**src/rtl/cache_control.sv**
```systemverilog
// Control FSM for a 4-way set-associative write-back/write-allocate cache.
// Owns per-set valid, dirty and tree-PLRU state; drives the datapath and pmem handshake.
module cache_control #(
   parameter int s_offset = 5,
   parameter int s_index  = 4,
   parameter int num_sets = 2**s_index
) (
   input  logic        clk,
   input  logic        rst_n,
   input  logic [31:0] mem_addr,
   input  logic        mem_read,
   input  logic        mem_write,
   output logic        mem_resp,
   input  logic [3:0]  tag_match,
   output logic [1:0]  way_sel,
   output logic [3:0]  data_we,
   output logic [3:0]  tag_we,
   output logic        data_src,
   output logic        addr_sel,
   output logic        pmem_read,
   output logic        pmem_write,
   input  logic        pmem_resp
);
   typedef enum logic [2:0] {IDLE, COMPARE, WRITEBACK, ALLOCATE, REFETCH} state_t;

   state_t state, state_nx;
   logic [num_sets-1:0][3:0] valid, dirty;
   logic [num_sets-1:0][2:0] plru;
   logic [s_index-1:0]       idx;
   logic [3:0]               hit;
   logic [1:0]               hit_way, vict, vict_q;
   logic                     is_hit, req;
   logic                     unused_ok;

   assign idx       = mem_addr[s_offset +: s_index];
   assign hit       = tag_match & valid[idx];
   assign is_hit    = |hit;
   assign req       = mem_read | mem_write;
   assign unused_ok = ^{mem_addr[31:s_offset+s_index], mem_addr[s_offset-1:0]};

   always_comb begin
      hit_way = 2'd0;
      for (int w = 3; w >= 0; w--)
         if (hit[w]) hit_way = 2'(w);
   end

   // Fill empty ways lowest-first; only consult PLRU once the set is full.
   always_comb begin
      if (&valid[idx]) begin
         if (plru[idx][0]) vict = plru[idx][2] ? 2'd3 : 2'd2;
         else              vict = plru[idx][1] ? 2'd1 : 2'd0;
      end else begin
         vict = 2'd0;
         for (int w = 3; w >= 0; w--)
            if (!valid[idx][w]) vict = 2'(w);
      end
   end

   always_ff @(posedge clk or negedge rst_n) begin
      if (!rst_n) begin
         state  <= IDLE;
         vict_q <= 2'd0;
      end else begin
         state <= state_nx;
         if (state == COMPARE && !is_hit) vict_q <= vict;
      end
   end

   always_ff @(posedge clk or negedge rst_n) begin
      if (!rst_n) begin
         valid <= '0;
         dirty <= '0;
         plru  <= '0;
      end else if (state == COMPARE && is_hit) begin
         case (hit_way)
            2'd0: begin plru[idx][0] <= 1'b1; plru[idx][1] <= 1'b1; end
            2'd1: begin plru[idx][0] <= 1'b1; plru[idx][1] <= 1'b0; end
            2'd2: begin plru[idx][0] <= 1'b0; plru[idx][2] <= 1'b1; end
            default: begin plru[idx][0] <= 1'b0; plru[idx][2] <= 1'b0; end
         endcase
         if (mem_write) dirty[idx][hit_way] <= 1'b1;
      end else if (state == ALLOCATE && pmem_resp) begin
         valid[idx][vict_q] <= 1'b1;
         dirty[idx][vict_q] <= 1'b0;
      end
   end

   always_comb begin
      state_nx   = state;
      mem_resp   = 1'b0;
      way_sel    = 2'd0;
      data_we    = 4'd0;
      tag_we     = 4'd0;
      data_src   = 1'b0;
      addr_sel   = 1'b0;
      pmem_read  = 1'b0;
      pmem_write = 1'b0;
      case (state)
         IDLE: if (req) state_nx = COMPARE;
         COMPARE: begin
            if (is_hit) begin
               mem_resp = 1'b1;
               way_sel  = hit_way;
               if (mem_write) data_we = 4'd1 << hit_way;
               state_nx = IDLE;
            end else begin
               way_sel  = vict;
               state_nx = (valid[idx][vict] & dirty[idx][vict]) ? WRITEBACK : ALLOCATE;
            end
         end
         WRITEBACK: begin
            pmem_write = 1'b1;
            addr_sel   = 1'b1;
            way_sel    = vict_q;
            if (pmem_resp) state_nx = ALLOCATE;
         end
         ALLOCATE: begin
            pmem_read = 1'b1;
            way_sel   = vict_q;
            if (pmem_resp) begin
               data_we  = 4'd1 << vict_q;
               tag_we   = 4'd1 << vict_q;
               data_src = 1'b1;
               state_nx = REFETCH;
            end
         end
         REFETCH: state_nx = COMPARE;
         default: state_nx = IDLE;
      endcase
   end

   // Tag arrays must never hold the same tag in two valid ways of one set.
   a_onehot_hit: assert property (@(posedge clk) disable iff (!rst_n)
      (state == COMPARE) |-> $onehot0(hit));
endmodule

```
**config.mk**
```make
export PLATFORM = sky130hd
export DESIGN_NAME = cache_control
export DESIGN_NICKNAME = d
export VERILOG_FILES = /design/src/rtl/cache_control.sv
export SDC_FILE = /design/constraint.sdc
export NUM_CORES = 1
export LEC_CHECK = 0
export BUFFER_PORTS_ARGS = -buffer_cell sky130_fd_sc_hd__buf_4
export CAP_MARGIN = 30
export CORE_ASPECT_RATIO = 1.1
export CORE_MARGIN = 2
export CORE_UTILIZATION = 55
export CTS_CLUSTER_SIZE = 10
export DETAILED_ROUTE_END_ITERATION = 16
export MAX_ROUTING_LAYER = met4
export PLACE_DENSITY_LB_ADDON = 0.12
export SETUP_SLACK_MARGIN = 0.3
export SYNTH_ARGS = -nofsm -noshare
export SYNTH_HDL_FRONTEND = slang
export SYNTH_SLANG_ARGS = --single-unit
```
**constraint.sdc**
```tcl
create_clock -name clk -period 3.05 [get_ports clk]
set_input_delay 0.305 -clock clk [delete_from_list [all_inputs] [get_ports clk]]
set_output_delay 0.305 -clock clk [all_outputs]
set_load 0.03 [all_outputs]
```
==> impl_metrics.csv <==
group,metric,value,unit
status,status,"finished with violations",
status,violations,"hold timing, setup timing",
clock_tree,clk_pin_slew,0.07,ns
route,viasPerCell,6.42,
clock_tree,cts-htree-levels,4,
yosys,syn-num-nets,759,
clock_tree,cts.path.max_buffers,2,
floorplanning,core_region_area,15000,um^2
yosys,ys_seq_elements,181,
global_route,overflow,0,
yosys,async_reset_ff_share,100,%
floorplanning,fp.dieW,122,um
finish,nFillCells,1105,
setup_path,worstPathMaxFanout,3,
global_route,grt_usage,30.6,%
yosys,synth-main-ff-cell,"dfrtp_1",
timing,max_freq,307,MHz
timing,period_minus_slack,3.26,ns
clock_tree,clkSinkCount,181,
floorplanning,ios,56,
global_route,gr-usage-met3,5.09,%
floorplanning,dieHeight,134,um
timing,holdWs,-0.0348,ns
timing,final-hold-violation-count,29,
setup_path,crit_type,"reg -> out",
global_route,antenna_found_initial,0,
finish,fin_area,10200,um^2
yosys,synth_cells,718,
floorplanning,rows,47,
finish,drive_gt1_share,30.5,%
clock_tree,clkLatencyLatePin,0.43,ns
yosys,synth_edf_count,0,
placed_design,hpwl,15300,um
global_route,grt_max_degree,98,
global_route,use_met1,40.5,%
worst_hold_path,worst_hold_path_type,"in -> async",
global_route,grt_pass1_vias,6518,
timing,maxSlewViolCount,0,
clock_tree,cts_tree,"yes",
yosys,syn-cell-area,8420,um^2
timing,worst-slew-pin-transition,0.939,ns
yosys,avgSynthCellArea,11.7,um^2
setup_path,r2r-end,"plru[38]",
yosys,synthDistinctLibCells,49,
run,max_cap_viol_count,0,
placed_design,io_buffers,27,
setup_path,rr_startpoint,"valid[60]",
floorplanning,initial_core_util,56.1,%
route,drt_iter0_drc,715,
timing,final-setup-viol-count,3,
pwr,ir_drop,0.453,mV
finish,area_growth,20.8,%
setup_path,cp.required,2.74,ns
pwr,leakagePower,4.88,nW
timing,slew_headroom,36.9,%
pwr,pwr_density_cell,668,nW/um^2
finish,seq_area,4530,um^2
floorplanning,dieArea,16300,um^2
placed_design,placed_cells,933,
timing,fin_setup_tns,-0.438,ns
clock_tree,clock_tree.root_cell,"clkbuf_16",
timing,fin_ws,-0.206,ns
finish,nets,822,
yosys,ys_warn_count,0,
route,drtPass1Iterations,5,
placed_design,placed_area,9110,um^2
route,via_count,6346,
timing,fin_crit_sh,107,%
setup_path,ff2ff_setup_slack,0.20,ns
route,drc,0,
finish,fin_cells,989,
route,wl_per_cell,23.0,um
setup_path,cp.arrival,2.95,ns
finish,n_antenna_cell,0,
clock_tree,cts_buffers,17,
setup_path,cp-end-kind,"output port",
finish,multiInputGateArea,3860,um^2
route,wirelength,22800,um
global_route,met2_usage,47.7,%
setup_path,crit_path_start_kind,"register",
route,ant_nets,0,
timing,rsz0062_at_grt,"true",
timing,finClkSkew,0.00837,ns
global_route,grt_first_pass_wirelength,36300,um
setup_path,r2r.worst_path.cells,9,
placed_design,place_congestion,0.903,
global_route,grt_most_used_layer,"met2",
yosys,ys_seq_area_share,53.8,%
## registers in the layout, indices dropped and copies added, names as in the netlist
signal / cells
vict_q: 2
dirty: 64
state: 3
plru: 48
valid: 64
## metrics by stage
step	worst slack, ns	hold WS, ns	util [%]	power [mW]
after floorplan	0.251	0.00941	-	4.04
after global routing	-0.251	0.0269	67.8	7.09
after detailed placement	-0.0559	0.441	60.8	4.56
after CTS	-0.199	0.00272	66.0	6.71
after global placement	0.000176	0.432	60.8	4.48
final	-0.206	-0.0348	67.8	6.79
## layout by cell type (no fill, tap or decap), types with 11 or more instances in the layout
master       n
o21ai_0    105
nand3_1     17
buf_6       18
mux2i_1     12
o21bai_1    36
clkbuf_16   19
mux2_2      16
mux4_2      41
a22oi_1     11
buf_4       77
o21ai_1     33
a21o_1      30
dfrtp_1    181
a21oi_1     12
mux2_4      13
nand2_1     52
nor2_1      14
## layout make-up
cell class                 count  share of cell area [%]
multi-input combinational    471                    38.0
clock inverter                11                    1.02
sequential                   181                    44.5
tap                          196                    2.41
inverter                       8                   0.320
timing repair buffer         102                    9.23
clock buffer                  20                    4.49
## power by group
| part | total [mW] | switching, mW | internal (mW) |
|---|---|---|---|
| Clock | 2.09 | 0.930 | 1.16 |
| Sequential | 3.09 | 0.251 | 2.84 |
| Combinational | 1.61 | 0.825 | 0.785 |
| Total | 6.79 | 2.01 | 4.79 |
## layer usage
layer | wire (um) | up-vias | part of all wire, %
li1 | - | 2759 | -
met5 | 0 | - | 0
met1 | 9500 | 3291 | 42
met2 | 11300 | 253 | 50
met4 | 667 | 0 | 2.9
met3 | 1310 | 43 | 5.8
## worst max-delay path by stage
stage               slack (ns)         from    endpoint
detailed placement       -0.06  mem_addr[5]  way_sel[0]
global placement        0.0002  mem_addr[6]  way_sel[0]
CTS                      -0.20    valid[54]  way_sel[0]
floorplan                 0.25  mem_addr[7]  way_sel[0]
global route             -0.25    valid[54]  way_sel[1]
finish                   -0.21    valid[54]  way_sel[0]
## critical path: stages, from the launching register on
cell and delay (ns):
dfrtp_1 0.38, mux4_2 0.48, mux4_2 0.53, and2_4 0.20, buf_4 0.13, and3b_2 0.31, o21ai_2 0.12, nor2b_4 0.13
a211o_4 0.11, buf_6 0.12
## repair_timing
| action | in CTS | in global routing |
|---|---|---|
| setup buffers | 10 | 13 |
| cloned | 1 | 1 |
| pin swaps | 6 | 7 |
| endpoints found under the setup margin | 14 | 43 |
| resized for setup | 35 | 43 |
| hold endpoints to repair | 0 | 0 |
| hold buffers | 0 | 0 |
## cells in the mapped netlist (11+ instances only)
cell,number,share of area (%)
a21o_1,30,2.7
a21oi_1,14,0.83
a22oi_1,11,0.98
buf_2,13,0.77
clkbuf_1,36,1.6
dfrtp_1,181,54
mux2_1,16,2.1
mux2_2,19,2.5
mux2i_1,13,1.5
mux4_2,41,11
nand2_1,60,2.7
nand3_1,22,1.3
nor2_1,14,0.62
o21ai_0,111,6.6
o21ai_1,29,1.7
o21bai_1,36,3.2
## logic make-up (layout without fill, tap and decap cells)
group	count (synthesis)	in the layout	share of synthesized area [%]
DFF	181	181	53.8
AOI/OAI and AO/OA	247	247	17.8
and+or+nand+nor	135	135	7.83
buffers and inverters	66	141	3.40
muxes	89	89	17.2
Note: power is estimated with default switching activity, not from simulation.
